## src/rtl/myadd4.sv

```systemverilog
// myadd4 - registered ripple-carry adder with carry-in, carry-out and
// two's-complement overflow flag.
//
// Ports
//   clk        rising-edge clock
//   rst_n      synchronous reset, active-low
//   x, y       unsigned operands, WIDTH bits
//   cin        carry into bit 0
//   in_valid   qualifies x, y and cin this cycle
//   s          registered sum, (x + y + cin) mod 2^WIDTH
//   cout       registered carry out of the MSB
//   ovf        registered signed overflow (carry into MSB ^ carry out of MSB)
//   out_valid  one-cycle strobe per accepted operand set
//
// Result is visible one cycle after the accept. Idle cycles hold the last
// result and drop out_valid.

module myadd4_fa (
  input  logic a,
  input  logic b,
  input  logic ci,
  output logic sum,
  output logic co
);

  assign sum = a ^ b ^ ci;
  assign co  = (a & b) | (a & ci) | (b & ci);

endmodule

module myadd4 #(
  parameter int WIDTH = 4
) (
  input  logic             clk,
  input  logic             rst_n,
  input  logic [WIDTH-1:0] x,
  input  logic [WIDTH-1:0] y,
  input  logic             cin,
  input  logic             in_valid,
  output logic [WIDTH-1:0] s,
  output logic             cout,
  output logic             ovf,
  output logic             out_valid
);

  // c[i] is the carry into bit i; c[WIDTH] is the carry out of the MSB.
  logic [WIDTH:0]   c;
  logic [WIDTH-1:0] sum_comb;

  assign c[0] = cin;

  for (genvar i = 0; i < WIDTH; i++) begin : g_fa
    myadd4_fa u_fa (
      .a   (x[i]),
      .b   (y[i]),
      .ci  (c[i]),
      .sum (sum_comb[i]),
      .co  (c[i+1])
    );
  end

  always_ff @(posedge clk) begin
    if (!rst_n) begin
      s         <= '0;
      cout      <= 1'b0;
      ovf       <= 1'b0;
      out_valid <= 1'b0;
    end else begin
      out_valid <= in_valid;
      if (in_valid) begin
        s    <= sum_comb;
        cout <= c[WIDTH];
        // Signed overflow happens exactly when the carry into and out of
        // the sign bit disagree.
        ovf  <= c[WIDTH] ^ c[WIDTH-1];
      end
    end
  end

endmodule

```

## config.mk

```make
export PLATFORM = sky130hd
export DESIGN_NAME = myadd4
export DESIGN_NICKNAME = d
export VERILOG_FILES = /design/src/rtl/myadd4.sv
export SDC_FILE = /design/constraint.sdc
export NUM_CORES = 1
export LEC_CHECK = 0
export CAP_MARGIN = 20
export CORE_AREA = 2 2 39 41
export CTS_BUF_LIST = sky130_fd_sc_hd__clkbuf_8
export DETAILED_ROUTE_END_ITERATION = 6
export DIE_AREA = 0 0 41 43
export PLACE_DENSITY = 0.61
export SYNTH_ARGS = -nofsm -noshare
export SYNTH_HDL_FRONTEND = slang
export SYNTH_SLANG_ARGS = --single-unit
```

## constraint.sdc

```tcl
create_clock -name clk -period 2.9 [get_ports clk]
set_input_delay 0.58 -clock clk [delete_from_list [all_inputs] [get_ports clk]]
set_output_delay 0.58 -clock clk [all_outputs]
set_load 0.02 [all_outputs]
```

==> results.py <==
metrics = {
    "sta": {
        "fmax_mhz": 385,
        "finalCriticalPeriod_ps": 2600,
        "post-route-period-util_pct": 89.5,
        "worst_slew_margin_rel_pct": 74.3,
        "tns_ps": 0,
        "fin_hold_ws_ps": 477,
        "timing.final.max_slew_violations": 0,
        "clock_skew_ps": 0,
        "hold_viol_final": 0,
        "tightest_slew_ps": 384,
        "setup_viol": 0,
        "rsz0062_at_grt": "no",
    },
    "synth": {
        "synth_xor_area_share_pct": 2.41,
        "synth_fa_ha_area_share_pct": 22.0,
        "async_flop_share_pct": 0,
        "yosysTopAreaCell": "dfxtp_1",
        "synthesis.nets": 49,
        "synth_top_family_by_area": "adder cells",
        "ys.flop_type": "dfxtp_1",
        "synth_common_cells": "dfxtp_1, inv_1, fa_1",
        "synthMuxAreaShare_pct": 5.50,
        "yosys_warnings": 0,
        "avgSynthCellArea_sq_um": 11.0,
        "ys_seq_elements": 7,
        "synth.top_cell.area_share_pct": 38.5,
        "synth_cell_type_count": 11,
        "synth_compound_area_share_pct": 10.7,
        "synth_cells": 33,
        "netlist_area_sq_um": 364,
        "synthSimpleGateAreaFrac_pct": 10.7,
        "synth-edff-count": 0,
        "ys_top_cells_by_area": "dfxtp_1, fa_1, o211a_1",
        "synth-seq-area-share_pct": 38.5,
    },
    "clock_tree": {
        "clockBufferDepth": 2,
        "clock-sinks": 7,
        "htreeDepth": 1,
        "numCtsBuffers": 3,
        "post_cts.repair.setup_buffers": 0,
        "clkLatencyLatePin_ps": 220,
        "ctsResizeCount": 0,
        "cts_hold_buf": 0,
        "clk_pin_slew_ps": 40,
        "root_buffer": "clkbuf_8",
        "cts_tree": "done",
    },
    "critical_path": {
        "crit_fanout": 2,
        "critical_path_class": "in -> reg",
        "crit_path_end_kind": "flop",
        "cp.arrival_ps": 2770,
        "regToRegSetupSlack_ps": 2140,
        "startpoint_type": "input port",
        "critPathRequiredTime_ps": 3070,
    },
    "global_routing": {
        "grt_max_degree": 11,
        "grt_pass1_vias": 253,
        "overflow": 0,
        "gr-usage-all-layers_pct": 9.41,
        "grt_pass1_wl_mm": 1.01,
        "antenna_found_initial": 0,
    },
    "cells_and_area": {
        "layout.nets": 71,
        "antennaDiodeCount": 0,
        "syn_to_final_growth_pct": 64.3,
        "drive_gt1_share_pct": 7.41,
    },
    "floorplanning": {
        "rows": 14,
        "io_pins": 19,
        "die_h_um": 43,
        "core_sq_um": 1380,
        "start_util_pct": 26.3,
        "die_width_um": 41,
        "die_area_sq_um": 1760,
    },
    "drt": {
        "drt_wl_total_um": 645,
        "vias_per_cell": 4.11,
        "ant_nets": 0,
        "vias": 288,
        "avgRoutedWirePerCell_um": 9.21,
        "drt-pass1-iter-count": 3,
        "drt_iter0_drc": 1,
        "drc": 0,
    },
    "power_and_ir_drop": {
        "powerDensity_nw_per_um2": 536,
        "ir_worst_vdd_mv": 0.198,
        "p_leak_nw": 0.285,
    },
    "worst_hold_path": {
        "hp-class": "reg -> reg",
    },
    "placed_design": {
        "port_buffers": 18,
        "routabilityCongestion": 0.655,
        "dp_hpwl_um": 522,
    },
    "run": {
        "maxCapViolations": 0,
    },
    "run_status": {
        "outcome": "complete, no violations",
    },
}
## power breakdown
| part | internal [mW] | switching, mW |
|---|---|---|
| Clock | 0.0915 | 0.0420 |
| Combinational | 0.0443 | 0.0329 |
| Sequential | 0.106 | 0.00386 |
## cell type report
class | instances | area, sq um
clock buffer | 3 | 41.3
clock inverter | 1 | 3.75
fill | 139 | 786
inverter | 7 | 26.3
multi-input combinational | 18 | 186
sequential | 7 | 140
tap | 16 | 20.0
timing repair buffer | 18 | 180
## routing by layer
layer / up-vias / track usage (%) / wire length, um / part of all wire, %
li1: 143 / - / - / -
met1: 128 / 10.6 / 285 / 44
met2: 13 / 10.6 / 264 / 41
met3: 4 / 4.71 / 61 / 9.5
met4: 0 / 12.0 / 34 / 5.3
met5: - / 0 / 0 / 0
## registers in the layout, indices dropped and copies added (netlist names)
name       cells
out_valid      1
ovf            1
cout           1
s              4
## stage by stage
stage               util, %  instance area [sq um]  instances  setup slack, ps  power, mW
floorplan                 -                    364         33              583      0.152
global placement       40.0                    553         66             64.0      0.189
detailed placement     40.0                    553         66             43.0      0.190
CTS                    43.2                    598         70              279      0.325
global route           43.2                    598         70              197      0.337
finish                 43.2                    598         70              304      0.320
## critical path, stage by stage
cell	delay (ps)
clkdlybuf4s50_1	400
inv_1	80
fa_1	160
inv_1	40
fa_1	370
fa_1	410
inv_1	80
fa_1	410
nand2_1	90
o211a_1	140
## cell usage in the layout, fill, tap and decap left out, drive strengths merged
cell type      netlist  layout
clkdlybuf4s50        0      18
inv                  7       8
dfxtp                7       7
fa                   4       4
nor2b                3       3
nand2                3       3
o211a                3       3
clkbuf               0       3
mux2i                2       2
xnor2                1       1
and2                 1       1
a22o                 1       1
## final timing paths
| path | from | to | cells after the start |
|---|---|---|---|
| worst max register to register | ovf | ovf | 2 |
| worst max-delay path | y[0] | s[3] | 10 |
| worst min register to register | s[0] | s[0] | 1 |
| worst min-delay path | s[0] | s[0] | 1 |
## cell families (layout without fill, tap and decap cells)
logic type | after synthesis | count (layout)
compound gates | 4 | 4
xor+xnor | 1 | 1
fa+ha+maj | 4 | 4
buf+inv | 8 | 29
flops | 7 | 7
mux | 2 | 2
simple gates | 7 | 7
No activity file was read; power rests on OpenSTA's default activity.
==> variant (config.mk and constraints unchanged) <==
Put one more register stage on the output `ovf`, with the module's reset. The value now appears one clock later. The other outputs are not delayed to match. Comments in the files are not updated.
--- a/src/rtl/myadd4.sv
+++ b/src/rtl/myadd4.sv
@@ -43,6 +43,8 @@
   output logic             out_valid
 );
 
+  logic ovf_s0;
+
   // c[i] is the carry into bit i; c[WIDTH] is the carry out of the MSB.
   logic [WIDTH:0]   c;
   logic [WIDTH-1:0] sum_comb;
@@ -63,7 +65,7 @@
     if (!rst_n) begin
       s         <= '0;
       cout      <= 1'b0;
-      ovf       <= 1'b0;
+      ovf_s0    <= 1'b0;
       out_valid <= 1'b0;
     end else begin
       out_valid <= in_valid;
@@ -72,8 +74,16 @@
         cout <= c[WIDTH];
         // Signed overflow happens exactly when the carry into and out of
         // the sign bit disagree.
-        ovf  <= c[WIDTH] ^ c[WIDTH-1];
+        ovf_s0 <= c[WIDTH] ^ c[WIDTH-1];
       end
+    end
+  end
+
+  always_ff @(posedge clk) begin
+    if (!rst_n) begin
+      ovf <= '0;
+    end else begin
+      ovf <= ovf_s0;
     end
   end
 
Behaviour: not the same (a bounded check fails within 4 cycles, from zero or initial values and one cycle with rst_n low).
==> variant against the original RTL <==
- first-iteration DRC count grew to 4.0 times the old value
- sequential share of layout area is 2.4 points higher
- routed wire length is 4.3% higher
- worst setup slack worse by 1.4 ps
- non-clock buffer count stayed put
- area after synthesis is 7.2% higher
- cell area is 3.8% higher
- largest power group unchanged
- critical path depth stayed put
- via count is 2.1% higher
- power is 3.8% higher
- core utilization is 1.6 points higher
- sequential cell count is 1 higher
- combinational power is 2% lower
==> variant: results (changes against the original RTL) <==
Setup path:
- The critical register-to-register path startpoint is ovf_s0$_SDFFE_PN0P_ (was ovf$_SDFFE_PN0P_).
- The count of cells along the worst register-to-register path was 2 (unchanged).
- Setup slack on the worst reg-to-reg path comes out at about 2200 ps.
- The critical path endpoint was ovf_s0$_SDFFE_PN0P_ (was s[3]$_SDFFE_PN0P_).
- The kind of critical path is in2reg (unchanged).
- The data arrival time of the critical path is 2720 ps (was 2770 ps).

Global routing:
- The maximum number of pins on one net before global-route repair is 11 (unchanged).
- The number of antenna violations at the first check in global routing is 0 (unchanged).
- The first-pass GRT wire length is 1.11 mm (was 1.01 mm).
- The number of global-route vias before repair is 289 (was 253).
- The total routing usage reported by global routing is 9.63% (was 9.41%).

Placement:
- The placer congestion estimate came to 0.632 (was 0.655).
- The placed instance area is 579 µm² (was 553 µm²).

Hold path:
- The startpoint of the lowest-slack hold path is ovf_s0$_SDFFE_PN0P_ (was s[0]$_SDFFE_PN0P_).
- The hold path endpoint is ovf$_SDFF_PN0_ (was s[0]$_SDFFE_PN0P_).

Clock tree:
- The number of H-tree branching levels is 1 (unchanged).
- The clock edge transition at the registers on the reported setup and hold paths was 40 ps (about the same).
- The clock root buffer was sky130_fd_sc_hd__clkbuf_8 (unchanged).
- The count of instances resized after the clock tree is built is 0 (unchanged).

Detailed routing:
- The detail-routed via count per cell is 4.14 (was 4.11).
- The count of TritonRoute iterations in the first routing pass is 4 (was 3).
- The routed wire length per instance is 9.48 µm (was 9.21 µm).
- The number of DRC markers in iteration 0 was 4 (was 1).

Final layout:
- The count of fill cells added during filler insertion is 144 (was 139).
- The final non-filler cell area came to 621 µm² (was 598 µm²).
- The fraction of final layout cells sized beyond drive strength 1 was 7.27% (was 7.41%).
- The total number of nets in the final design is 73 (was 71).

Pwr:
- The largest voltage drop on the vdd net is 0.000352 V (was 0.000198 V).
- The static leakage power was 0.290 nW (was 0.285 nW).

STA:
- The actual slew at the worst max-slew pin is 394 ps (was 384 ps).
- The worst clock skew is 1.35 ps (was 0 ps).

Logic synthesis:
- The proportion of synthesized chip area in sequential cells came to 41.0% (was 38.5%).
- The number of library cell types mapped by synthesis came to 12 (was 11).
- Post-synth top cells: sky130_fd_sc_hd__dfxtp_1 (8), sky130_fd_sc_hd__inv_1 (7), sky130_fd_sc_hd__fa_1 (4) (was sky130_fd_sc_hd__dfxtp_1 (7), sky130_fd_sc_hd__inv_1 (7), sky130_fd_sc_hd__fa_1 (4)).
- Ranking of synthesized cells by area: sky130_fd_sc_hd__dfxtp_1 (41%), sky130_fd_sc_hd__fa_1 (21%), sky130_fd_sc_hd__o211a_1 (7.7%) (was sky130_fd_sc_hd__dfxtp_1 (38%), sky130_fd_sc_hd__fa_1 (22%), sky130_fd_sc_hd__o211a_1 (8.2%)).
- The net count after synthesis was 51 (was 49).

Outcome:
- Outcome: finished, final reports clean (unchanged).
variant: metrics by stage:
stage / hold WS, ps / std cells / worst slack, ps / power [mW]
3_5_place_dp: 443 / 68 / 51.8 / 0.203
5_1_grt: 464 / 71 / 176 / 0.351
3_3_place_gp: 431 / 68 / 71.0 / 0.202
6_report: 452 / 71 / 303 / 0.332
4_1_cts: 460 / 71 / 288 / 0.339
2_1_floorplan: 421 / 35 / 583 / 0.166
variant: where the power goes:
part / internal [mW] / total (mW) / switching [mW]
Sequential: 0.120 / 0.124 / 0.00400
Combinational: 0.0437 / 0.0759 / 0.0323
Clock: 0.0898 / 0.132 / 0.0424
Total: 0.254 / 0.332 / 0.0787
variant: layer usage:
metal	wire length, µm	global-route usage, %	part of all wire, %
met3	80	8.38	12
met5	0	0	0
met1	283	11.3	42
met4	0	2.00	0
met2	308	13.1	46
variant: cells by family after synthesis:
group | synth area share [%]
compound gates | 9.94
xor+xnor | 2.24
fa+ha+maj | 20.5
buf+inv | 9.62
flops | 41.0
mux | 5.13
simple gates | 11.5
variant: critical path, cell delays in order:
cell and delay (ps):
sky130_fd_sc_hd__clkdlybuf4s50_1 460, sky130_fd_sc_hd__inv_1 50, sky130_fd_sc_hd__fa_1 400, sky130_fd_sc_hd__inv_1 70, sky130_fd_sc_hd__fa_1 170, sky130_fd_sc_hd__fa_1 210
sky130_fd_sc_hd__inv_1 60, sky130_fd_sc_hd__fa_1 400, sky130_fd_sc_hd__xnor2_1 140, sky130_fd_sc_hd__a22o_1 170
variant: cell type report:
class,count,area share [%]
inverters,7,4.23
flip-flops and latches,8,25.8
repair buffers,18,29.0
clock buffers,3,6.65
well taps,16,3.23
multi-input cells,19,31.0
